### src/rtl/gpio_mmio.sv
// Memory-mapped GPIO peripheral: button synchronizer + debouncer with press
// event latching (sticky pending flag, 16-bit press counter), CPU-writable
// LED bank, and a registered level interrupt on pending presses.
module gpio_mmio #(
    parameter int DEBOUNCE_CYCLES = 16,
    parameter int CNT_W           = 20,
    parameter int LED_W           = 6,
    parameter int LED_ACTIVE_LOW  = 1
) (
    input  logic             sys_clk,
    input  logic             sys_rst,
    input  logic             button_in,
    input  logic             bus_sel,
    input  logic             bus_we,
    input  logic             bus_re,
    input  logic [3:0]       bus_addr,
    input  logic [31:0]      bus_wdata,
    output logic [31:0]      bus_rdata,
    output logic             irq,
    output logic [LED_W-1:0] led
);

    localparam logic [CNT_W-1:0] CNT_MAX = CNT_W'(DEBOUNCE_CYCLES - 1);

    localparam logic [1:0] ADDR_LED    = 2'd0;
    localparam logic [1:0] ADDR_STATUS = 2'd1;
    localparam logic [1:0] ADDR_COUNT  = 2'd2;
    localparam logic [1:0] ADDR_IRQEN  = 2'd3;

    logic             sync1_q, sync1_d;
    logic             sync2_q, sync2_d;
    logic             stable_q, stable_d;
    logic [CNT_W-1:0] cnt_q, cnt_d;
    logic             pending_q, pending_d;
    logic [15:0]      press_cnt_q, press_cnt_d;
    logic             irq_en_q, irq_en_d;
    logic [LED_W-1:0] led_out_q, led_out_d;
    logic [31:0]      rdata_q, rdata_d;
    logic             irq_q, irq_d;

    logic             pressed_raw;
    logic             press_evt;
    logic             wr_en;
    logic             rd_en;
    logic [1:0]       reg_sel;
    logic             unused_bits;

    assign wr_en   = bus_sel & bus_we;
    assign rd_en   = bus_sel & bus_re;
    assign reg_sel = bus_addr[3:2];

    // Byte-lane bits of the address and write-data bits beyond the registers are ignored.
    assign unused_bits = ^{bus_addr[1:0], bus_wdata[31:LED_W]};

    // Two-flop synchronizer and debouncer: accept a new level only after it
    // has been seen for DEBOUNCE_CYCLES consecutive samples.
    always_comb begin
        sync1_d     = button_in;
        sync2_d     = sync1_q;
        pressed_raw = ~sync2_q;
        stable_d    = stable_q;
        cnt_d       = cnt_q;
        if (pressed_raw == stable_q) begin
            cnt_d = '0;
        end else if (cnt_q == CNT_MAX) begin
            stable_d = pressed_raw;
            cnt_d    = '0;
        end else begin
            cnt_d = cnt_q + 1'b1;
        end
        press_evt = stable_d & ~stable_q;
    end

    // Register writes; a press event on the same edge overrides the clear.
    always_comb begin
        led_out_d   = led_out_q;
        irq_en_d    = irq_en_q;
        pending_d   = pending_q;
        press_cnt_d = press_cnt_q;
        if (wr_en) begin
            case (reg_sel)
                ADDR_LED:    led_out_d = bus_wdata[LED_W-1:0];
                ADDR_STATUS: if (bus_wdata[1]) pending_d = 1'b0;
                ADDR_COUNT:  press_cnt_d = '0;
                ADDR_IRQEN:  irq_en_d = bus_wdata[0];
                default:     ;
            endcase
        end
        if (press_evt) begin
            pending_d   = 1'b1;
            press_cnt_d = press_cnt_d + 16'd1;
        end
    end

    // Registered read data from pre-write register values, and the interrupt level.
    always_comb begin
        rdata_d = '0;
        if (rd_en) begin
            case (reg_sel)
                ADDR_LED:    rdata_d = {{(32-LED_W){1'b0}}, led_out_q};
                ADDR_STATUS: rdata_d = {30'b0, pending_q, stable_q};
                ADDR_COUNT:  rdata_d = {16'b0, press_cnt_q};
                ADDR_IRQEN:  rdata_d = {31'b0, irq_en_q};
                default:     rdata_d = '0;
            endcase
        end
        irq_d = pending_q & irq_en_q;
    end

    // State registers with synchronous reset; synchronizer resets to released.
    always_ff @(posedge sys_clk) begin
        if (sys_rst) begin
            sync1_q     <= 1'b1;
            sync2_q     <= 1'b1;
            stable_q    <= 1'b0;
            cnt_q       <= '0;
            pending_q   <= 1'b0;
            press_cnt_q <= '0;
            irq_en_q    <= 1'b0;
            led_out_q   <= '0;
            rdata_q     <= '0;
            irq_q       <= 1'b0;
        end else begin
            sync1_q     <= sync1_d;
            sync2_q     <= sync2_d;
            stable_q    <= stable_d;
            cnt_q       <= cnt_d;
            pending_q   <= pending_d;
            press_cnt_q <= press_cnt_d;
            irq_en_q    <= irq_en_d;
            led_out_q   <= led_out_d;
            rdata_q     <= rdata_d;
            irq_q       <= irq_d;
        end
    end

    // LED pin polarity applied combinationally from the register.
    always_comb begin
        if (LED_ACTIVE_LOW != 0) led = ~led_out_q;
        else                     led = led_out_q;
    end

    assign bus_rdata = rdata_q;
    assign irq       = irq_q;

endmodule

### config.mk
export PLATFORM = sky130hd
export DESIGN_NAME = gpio_mmio
export DESIGN_NICKNAME = d
export VERILOG_FILES = /design/src/rtl/gpio_mmio.sv
export SDC_FILE = /design/constraint.sdc
export NUM_CORES = 1
export LEC_CHECK = 0
export CAP_MARGIN = 20
export CORE_MARGIN = 2
export CORE_UTILIZATION = 47
export DETAILED_ROUTE_END_ITERATION = 16
export PLACE_DENSITY_LB_ADDON = 0.3
export SLEW_MARGIN = 20
export SYNTH_ARGS = -nofsm -noshare
export SYNTH_HDL_FRONTEND = slang
export SYNTH_SLANG_ARGS = --single-unit
### constraint.sdc
create_clock -name sys_clk -period 3 [get_ports sys_clk]
set_input_delay 0.6 -clock sys_clk [delete_from_list [all_inputs] [get_ports sys_clk]]
set_output_delay 0.6 -clock sys_clk [all_outputs]
set_load 0.02 [all_outputs]
**Word level (Yosys, flattened, before mapping)**

Index checks and enable logic that the tools add are counted.

- Register bits: 80
- Bits of input ports: 42
- Logic and storage cells: 44

- $add $sub $neg: 2
- Equality and inequality tests: 5
- Multiplexer cells: 10
- Bitwise gates (word level): 8
- Reduce and logical (&&, ||, !) cells: 9

Operators with widths:

| cell | count |
|---|---|
| case mux 32 bit (4 select lines) | 1 |
| two-way mux 16 bit | 3 |
| adder 20 x 1 -> 20 bit, second input constant | 1 |
| equality test 20 x 4 -> 1 bit, second input constant | 1 |
| adder 16 x 1 -> 16 bit, second input constant | 1 |
| two-way mux 1 bit | 6 |
| inverter 6 bit | 1 |
| nonzero test 2 bit | 3 |
| bitwise AND 1 bit | 4 |
| equality test 2 bit, second input constant | 2 |
| AND reduction 2 bit | 2 |
| inverter 1 bit | 3 |
| AND reduction 3 bit | 1 |
| OR reduction 3 bit | 1 |
| equality test 2 x 1 -> 1 bit, second input constant | 1 |
| logical NOT 2 bit | 1 |
| OR reduction 2 bit | 1 |
| equality test 1 bit | 1 |

**Longest topological paths before layout**

Gate-level depths: netlist of run 1.

- Depth in word-level cells: 6
- Mapped depth: 9
- Depth with buffers taken out: 8

**Worst setup path after synthesis of run 1**

No wires, ideal clock.

- Path type: input-to-reg
- Start: input port bus_addr[2]
- End: register press_cnt_q[10]
- Library setup time: 121 ps
- Arrival time: 2159 ps
- Data required time: 2879 ps
- Setup slack: 719 ps
- Stages on the path: 8
- Cells stage by stage: nand4b_1 > clkbuf_1 > and2_1 > ha_1 > nand4_1 > nor4_2 > xnor2_1 > nor2_1

- Cells in the longest elaborated chain, start to end: 5

RTL lines:

| element | line | source |
|---|---|---|
| start, declared | 16 | `input logic [3:0] bus_addr,` |
| equality test 2 bit (*) | 81 | `case (reg_sel)` |
| two-way mux 16 bit (*) | 81 |  |
| two-way mux 16 bit (*) | 80 | `if (wr_en) begin` |
| adder 16 x 1 -> 16 bit | 91 | `press_cnt_d = press_cnt_d + 16'd1;` |
| two-way mux 16 bit (*) | 89 | `if (press_evt) begin` |
| end signal, assigned | 129 | `press_cnt_q <= press_cnt_d;` |
| end, declared | 35 | `logic [15:0] press_cnt_q, press_cnt_d;` |

Mark *: on every way between the ends. The rest lies on a longest branch, timed or not.
A chain may end at the register's enable or synchronous reset.

**Worst setup path after layout of run 1**

- Start: input port bus_addr[2]
- End: register press_cnt_q[12]

Same word-level chain as after synthesis.

==> results_dict.tcl, run 1 <==
set metrics [dict create \
    grt-ovfl-total 0 \
    fin_crit_sh_pct 78.47 \
    drive_gt1_share_pct 10.11 \
    r2r_start "cnt_q[0]$_SDFF_PP0_" \
    rows 28 \
    detail_route.wl_per_cell_um 12.14 \
    cts_resized 0 \
    antenna_found_initial 0 \
    cts_setup_buffers 0 \
    critPathKind "in2reg" \
    fillerInstances 532 \
    yosysSeqAreaShare_pct 45.01 \
    diodes 0 \
    p_leak_nw 1.221 \
    timing.max_cap.violations 0 \
    clock_sinks 64 \
    rsz0062_at_grt "false" \
    min_period_ns 2.354 \
    coreArea_mm2 0.005886 \
    p_sw_share_pct 22.75 \
    gp_congestion 0.8162 \
    portBuffers 36 \
    final_cell_mix "dfxtp_1, nor2_1, clkdlybuf4s50_1" \
    clk_pin_slew_ns 0.07 \
    num_vias 2173 \
    slowest_delay_ns 0.57 \
    clock-root-buffer "clkbuf_8" \
    startpoint "bus_addr[2]" \
    final_core_util_pct 58.50 \
    grt_max_degree 24 \
    setup_ws_ns 0.6459 \
    path_max_fanout 7 \
    setup_violations 0 \
    numCtsBuffers 9 \
    synth_top_area_share_pct 45.01 \
    critPathCaptureType "register" \
    grt_pass1_wl_um 9163 \
    p_seq_share_pct 49.0 \
    power.switching_mw 0.3971 \
    wl_um 5355 \
    firstDrtPassIters 4 \
    internal_power_mw 1.348 \
    grtUsageTotal_pct 18.19 \
    pin_count 81 \
    drt_iter0_drc 83 \
    tritoncts "yes" \
    clockBufferDepth 2 \
    ys_top_cells_by_area "dfxtp_1, nor2_1, xnor2_1" \
    fin_tns_setup_ns 0 \
    floorplan.die_area_mm2 0.006695 \
    maxSlewViolCount 0 \
    syn-cell-area_mm2 0.002846 \
    netlist_instances 320 \
    finalClockSkew_ns 0.007871 \
    syn_to_final_growth_pct 20.97 \
    hp-class "reg2reg" \
    ys_types 37 \
    antenna_left 0 \
    clk-insertion-delay-late_ns 0.35 \
    crit_slowest_cell "clkdlybuf4s50_1" \
    die_h_um 81.82 \
    cp.required_ns 3.23 \
    worst_pin_slew_ns 0.7963 \
    dp_hpwl_um 3703 \
    num-nets-final 405 \
    cp_data_arrival_time_ns 2.59 \
    p_clk_share_pct 46.7 \
    initial_utilization_pct 48.36 \
    pwr-share-comb_pct 4.3 \
    ys_warn_count 0 \
    relSlewSlack_pct 46.91 \
    worstHoldStart "sync1_q$_SDFF_PP1_" \
    layout_commonest_cell "dfxtp_1" \
    die_w_um 81.82 \
    status "complete, no violations" \
    drc 0 \
    via_per_inst 4.927 \
    start_kind "input pin" \
    synth.avg_cell_area_um2 8.895 \
    grt_pass1_vias 2053 \
    yosys.area.top_type "dfxtp_1" \
    postCtsHoldBufs 0 \
    ys_ff_latch 64 \
    place_ws_ns 0.2741 \
    power_density_mw_per_mm2 506.9 \
    peakVddDrop_uv 377.2 \
    hold_viol 0 \
    fmax_mhz 424.8 \
    h-tree-depth 3 \
    critical_path.cell_chain "clkdlybuf4s50_1 > nand4b_1 > and2_1 > ha_1 > nand4_1 > nor4_2 > xnor2_1 > nor2_1" \
]
[power by group through the flow]
stage,clock (mW),combinational (mW),sequential (mW)
2_1_floorplan,0,0.0601,0.874
3_3_place_gp,0,0.0743,0.875
5_1_grt,0.863,0.0820,0.855
3_5_place_dp,0,0.0746,0.875
6_report,0.815,0.0751,0.855
4_1_cts,0.831,0.0750,0.855
[per-layer routing]
metal  vias up  track usage [%]  part of all wire [%]  wire length, µm
li1       1115                -                     -                -
met1      1012            21.41                    45             2412
met2        38            29.76                    49             2634
met3         8            5.604                   3.9              210
met4         0            9.333                   1.8               97
met5         -                0                     0                0
[sequential cells by signal, indices dropped and copies added (netlist names)]
signal,cells
bus_rdata,16
cnt_q,20
irq,1
irq_en_q,1
led_out_q,6
pending_q,1
press_cnt_q,16
stable_q,1
sync1_q,1
sync2_q,1
[area by class of cell]
cell class                 count  area [µm²]  share of cell area (%)
clock inverter                 7       96.34                   2.798
tap                           75       93.84                   2.725
inverter                      15       56.30                   1.635
multi-input combinational    231        1401                   40.70
sequential                    64        1281                   37.21
clock buffer                   9       123.9                   3.597
timing repair buffer          40       390.4                   11.34
[worst paths after layout]
| kind | end | slack (ns) | depth (start not counted) |
|---|---|---|---|
| max | press_cnt_q[12]$_SDFF_PP0_ | 0.65 | 8 |
| min | sync2_q$_SDFF_PP1_ | 0.41 | 1 |
| max reg2reg | cnt_q[19]$_SDFF_PP0_ | 0.77 | 5 |
| min reg2reg | sync2_q$_SDFF_PP1_ | 0.41 | 1 |
[critical path, delay by kind of cell]
kind | cells | cell delay (ns)
adders and majority gates | 1 | 0.17
xor gates and xnor gates | 1 | 0.15
and+or+nand+nor | 5 | 1.10
buffers and inverters | 1 | 0.57
[per-stage QoR]
stage	cell area (µm²)	std cells	total power, mW	hold slack [ns]
2_1_floorplan	2903	335	0.9343	0.3895
3_3_place_gp	3223	425	0.9491	0.3929
3_5_place_dp	3223	425	0.9496	0.3951
4_1_cts	3443	441	1.761	0.4127
5_1_grt	3443	441	1.800	0.4186
6_report	3443	441	1.745	0.4105
[synth_stat cells (all sizes together)]
master / number
ha: 2
inv: 15
a211oi: 1
and4: 3
a21oi: 13
nor4: 11
nand2: 22
nor4bb: 1
conb: 1
o21ai: 4
and3: 5
buf: 19
nand3: 10
xor2: 11
mux4: 1
mux2i: 7
clkbuf: 6
nand4: 9
nand3b: 1
nor2: 56
or3: 3
nor3: 12
dfxtp: 64
and2: 12
nand2b: 1
nand4b: 1
nor2b: 4
or4: 1
or2: 5
a31o: 1
xnor2: 18
[logic make-up after synthesis]
kind of cell,after synthesis,synth area share [%]
and+or+nand+nor,157,30.37
DFF,64,45.01
buffers and inverters,40,7.736
xor gates and xnor gates,29,8.923
AOI/OAI and AO/OA,19,3.692
muxes,8,3.253
adders and majority gates,2,0.8790
other,1,0.1317
(Power assumes the default switching activity.)
==> inputs of run 2 (changes only) <==
- CORE_UTILIZATION: 47 -> 43
- clock period: 3 -> 1.95 ns (I/O delays scaled with it)
==> run 2 against run 1 <==
  * Count of clock-buffer cells in the layout is 1 higher
  * Critical endpoint is now press_cnt_q[13]$_SDFF_PP0_
  * Final cell count is 5.0% higher
  * Non-clock buffer count is 19 higher
  * Sequential share of layout area is 2.3 points lower
  * Die area is 8.8% higher
  * Global-route usage is 2.2 points lower
==> results_dict.tcl, run 2 (same netlist as run 1, synthesis figures left out) <==
set metrics [dict create \
    min_period_ns 1.836 \
    critPathCaptureType "register" \
    drt_iter0_drc 68 \
    status "complete, no violations" \
    clock_sinks 64 \
    drc 0 \
    power_density_mw_per_mm2 742.3 \
    firstDrtPassIters 5 \
    wl_um 5655 \
    clk_pin_slew_ns 0.07 \
    detail_route.wl_per_cell_um 12.21 \
    place_ws_ns -0.3841 \
    clk-insertion-delay-late_ns 0.34 \
    coreArea_mm2 0.006386 \
    die_w_um 85.36 \
    start_kind "register" \
    timing.max_cap.violations 0 \
    p_leak_nw 1.355 \
    cp_top_family "simple AND/OR/NAND/NOR gates" \
    floorplan.die_area_mm2 0.007286 \
    dp_hpwl_um 3847 \
    grtUsageTotal_pct 16.02 \
    diodes 0 \
    cp.required_ns 2.18 \
    maxSlewViolCount 0 \
    clock-root-buffer "clkbuf_8" \
    tritoncts "yes" \
    syn_to_final_growth_pct 28.84 \
    largest_reg_flops 20 \
    setup_ws_ns 0.1144 \
    gp_congestion 0.7948 \
    slowest_delay_ns 0.43 \
    num_vias 2240 \
    path_max_fanout 6 \
    setup_violations 0 \
    grt_max_degree 24 \
    critical_path.cell_chain "nor4_4 > nand4_2 > nor4_1 > xor2_1 > nor2_1" \
    hold_viol 0 \
    critPathKind "reg2reg" \
    numCtsBuffers 9 \
    crit_slowest_cell "nor4_1" \
    num-nets-final 425 \
    antenna_found_initial 0 \
    fin_crit_sh_pct 94.14 \
    top_register "cnt_q" \
    die_h_um 85.36 \
    grt_pass1_wl_um 9321 \
    portBuffers 36 \
    antenna_left 0 \
    layout_commonest_cell "dfxtp_1" \
    peakVddDrop_uv 512.0 \
    drive_gt1_share_pct 15.80 \
    final_cell_mix "dfxtp_1, nor2_1, clkdlybuf4s50_1" \
    h-tree-depth 3 \
    grt-ovfl-total 0 \
    grt_pass1_vias 2055 \
    rsz0062_at_grt "false" \
    pin_count 81 \
    via_per_inst 4.838 \
    rows 29 \
    finalClockSkew_ns 0.007098 \
    crit_buf_inv 0 \
    hp-class "reg2reg" \
    initial_utilization_pct 44.57 \
    final_core_util_pct 57.43 \
    clockBufferDepth 2 \
    cp_data_arrival_time_ns 2.07 \
    fmax_mhz 544.8 \
]
==> run 2: changes by cell type in the layout (fill, tap and decap cells not counted), sizes merged <==
cell / previous run / this run
clkinvlp: 3 / 1
inv: 15 / 17
dlymetal6s2s: 0 / 1
buf: 4 / 23
clkbuf: 9 / 10
clkinv: 2 / 1
clkdlybuf4s50: 36 / 35
nand4: 9 / 10
==> run 2: final cells by class <==
cell class                      count  area (µm²)
Multi-Input combinational cell    232        1438
Inverter                           15       56.30
Tap cell                           77       96.34
Clock buffer                       10       137.6
Timing Repair Buffer               59       568.0
Clock inverter                      6       90.09
Sequential cell                    64        1281
Fill cell                         598        2719
==> run 2: path summary, 6_finish.rpt <==
path | startpoint | end | slack, ns | depth (start not counted)
worst max-delay path | cnt_q[13]$_SDFF_PP0_ | press_cnt_q[13]$_SDFF_PP0_ | 0.11 | 5
worst min-delay path | sync1_q$_SDFF_PP1_ | sync2_q$_SDFF_PP1_ | 0.41 | 1
worst max register to register | cnt_q[13]$_SDFF_PP0_ | press_cnt_q[13]$_SDFF_PP0_ | 0.11 | 5
worst min register to register | sync1_q$_SDFF_PP1_ | sync2_q$_SDFF_PP1_ | 0.41 | 1
==> run 2: timing repair <==
action,CTS,global route
resized for setup,0,9
endpoints found under the setup margin,4,17
setup buffers,1,5
hold buffers,0,0
cloned,0,1
pin swaps,1,2
==> run 2: through the flow <==
| step | hold WS [ns] | TNS, ns | std cells | total power, mW | instance area, µm² |
|---|---|---|---|---|---|
| floorplan | 0.3895 | 0 | 335 | 1.438 | 2907 |
| global route | 0.4484 | 0 | 463 | 2.817 | 3667 |
| detailed placement | 0.3983 | -3.832 | 440 | 1.474 | 3348 |
| global placement | 0.3924 | -2.952 | 440 | 1.472 | 3348 |
| finish | 0.4129 | 0 | 463 | 2.722 | 3667 |
| CTS | 0.4158 | 0 | 457 | 2.756 | 3583 |
==> run 2: metal layers <==
metal | up-vias | global-route usage (%) | routed length, µm
li1 | 1155 | - | -
met1 | 1039 | 18.81 | 2589
met2 | 39 | 27.34 | 2774
met3 | 7 | 5.837 | 240
met4 | 0 | 4.762 | 51
met5 | - | 0 | 0
==> run 2: where the power goes <==
part	internal (mW)	total (mW)	switching [mW]
logic	0.0540	0.129	0.0749
clock network	0.761	1.28	0.517
registers	1.31	1.32	0.00378
total	2.13	2.72	0.595
==> inputs of run 3 (changes only) <==
- ABC_CLOCK_PERIOD_IN_PS: default -> 1950
- CORE_MARGIN: 2 -> default
- CTS_CLUSTER_DIAMETER: default -> 150
==> run 3 against run 2 <==
  * Via count down 2.0%
  * Final area fell by 1.9%
  * Final cell count shrank 0.65%
  * Power decreased by 9.1%
  * Sequential power hardly changed
  * First-iteration DRC count is 19% higher
  * Wire length is 8.3% lower
  * Clock power fell by 20%
  * Global-route usage rose by 0.098 points
  * Largest power group unchanged
==> results_dict.tcl, run 3 (same netlist as run 1, synthesis figures left out) <==
set metrics [dict create \
    grtUsageTotal_pct 16.12 \
    gp_congestion 0.8360 \
    cp.required_ns 2.18 \
    tritoncts "yes" \
    hp-class "reg2reg" \
    wl_um 5183 \
    crit_slowest_cell "clkdlybuf4s50_1" \
    drive_gt1_share_pct 15.40 \
    finalClockSkew_ns 0.004803 \
    p_total_mw 2.473 \
    num-nets-final 422 \
    portBuffers 36 \
    setup_violations 0 \
    slowest_delay_ns 0.47 \
    fmax_mhz 537.0 \
    antenna_left 0 \
    postPlaceCellArea_mm2 0.003348 \
    worstHoldStart "sync1_q$_SDFF_PP1_" \
    syn_to_final_growth_pct 26.33 \
    pin_count 81 \
    postCtsHoldBufs 0 \
    startpoint "bus_addr[2]" \
    timing.max_cap.violations 0 \
    initial_utilization_pct 44.57 \
    numCtsBuffers 9 \
    status "complete, no violations" \
    top_register "cnt_q" \
    grt_pass1_vias 2000 \
    peakVddDrop_uv 402.6 \
    p_leak_nw 1.326 \
    r2r_start "cnt_q[0]$_SDFF_PP0_" \
    setup_ws_ns 0.08777 \
    grt_max_degree 24 \
    hold_viol 0 \
    design_area_mm2 0.003596 \
    hold_ws_ns 0.4139 \
    clk-insertion-delay-late_ns 0.34 \
    start_kind "input pin" \
    die_w_um 83.36 \
    fin_crit_sh_pct 95.50 \
    via_per_inst 4.774 \
    fillerInstances 586 \
    fin_cells 460 \
    drt_iter0_drc 81 \
    num_vias 2196 \
    grt-ovfl-total 0 \
    cp_data_arrival_time_ns 2.09 \
    layout_commonest_cell "dfxtp_1" \
    diodes 0 \
    critical_path.cell_chain "clkdlybuf4s50_1 > nand4b_1 > buf_4 > nand4_1 > buf_4 > nor4_1 > xor2_1 > nor2_1" \
    floorplan.die_area_mm2 0.006949 \
    min_period_ns 1.862 \
    detail_route.wl_per_cell_um 11.27 \
    rows 29 \
    clock_sinks 64 \
    path_max_fanout 14 \
    largest_reg_flops 20 \
    h-tree-depth 3 \
    crit_top_cell "buf_4" \
    antenna_found_initial 0 \
    clock-root-buffer "clkbuf_8" \
    firstDrtPassIters 4 \
    fin_tns_setup_ns 0 \
    dp.cells 440 \
    coreArea_mm2 0.006386 \
    power_density_mw_per_mm2 687.8 \
    final_cell_mix "dfxtp_1, nor2_1, clkdlybuf4s50_1" \
    critPathKind "in2reg" \
    place_ws_ns -0.2604 \
    critPathCaptureType "register" \
    clk_pin_slew_ns 0.06 \
    drc 0 \
    dp_hpwl_um 3646 \
    grt_pass1_wl_um 8901 \
    die_h_um 83.36 \
    maxSlewViolCount 0 \
    final_core_util_pct 56.31 \
    rsz0062_at_grt "true" \
    clockBufferDepth 2 \
]
[run 3: worst paths after layout]
kind / slack [ns] / cells past startpoint / to
setup / recovery: 0.09 / 8 / press_cnt_q[9]$_SDFF_PP0_
hold / removal: 0.41 / 1 / sync2_q$_SDFF_PP1_
setup reg to reg: 0.11 / 7 / press_cnt_q[6]$_SDFF_PP0_
hold reg to reg: 0.41 / 1 / sync2_q$_SDFF_PP1_
[run 3: critical path, delay by kind of cell]
| family | cells | cell delay [ns] |
|---|---|---|
| AND/OR/NAND/NOR | 4 | 0.65 |
| buffers and inverters | 3 | 0.88 |
| XOR/XNOR | 1 | 0.18 |
[run 3: per-layer routing]
layer	vias to the layer above	track usage [%]	routed length, µm
met5	-	0	0
met4	0	4.702	31
met3	7	6.660	208
met2	38	26.83	2638
met1	1003	18.96	2304
li1	1148	-	-
[run 3: layout make-up]
cell class	instances	area, µm²	area share, %
repair buffers	57	546.8	15.21
clock buffers	13	168.9	4.697
flip-flops and latches	64	1281	35.63
multi-input cells	231	1431	39.81
clock inverters	3	15.01	0.4175
inverters	15	56.30	1.566
well taps	77	96.34	2.679
[run 3: timing repair]
item / CTS / global route
setup endpoints to repair: 0 / 8
resized for setup: 0 / 8
buffers inserted: 0 / 4
[run 3: report_power, final]
part	total (mW)	switching (mW)	internal [mW]
combinational	0.127	0.0734	0.0540
clock	1.03	0.470	0.559
sequential	1.32	0.00363	1.31
total	2.47	0.547	1.93
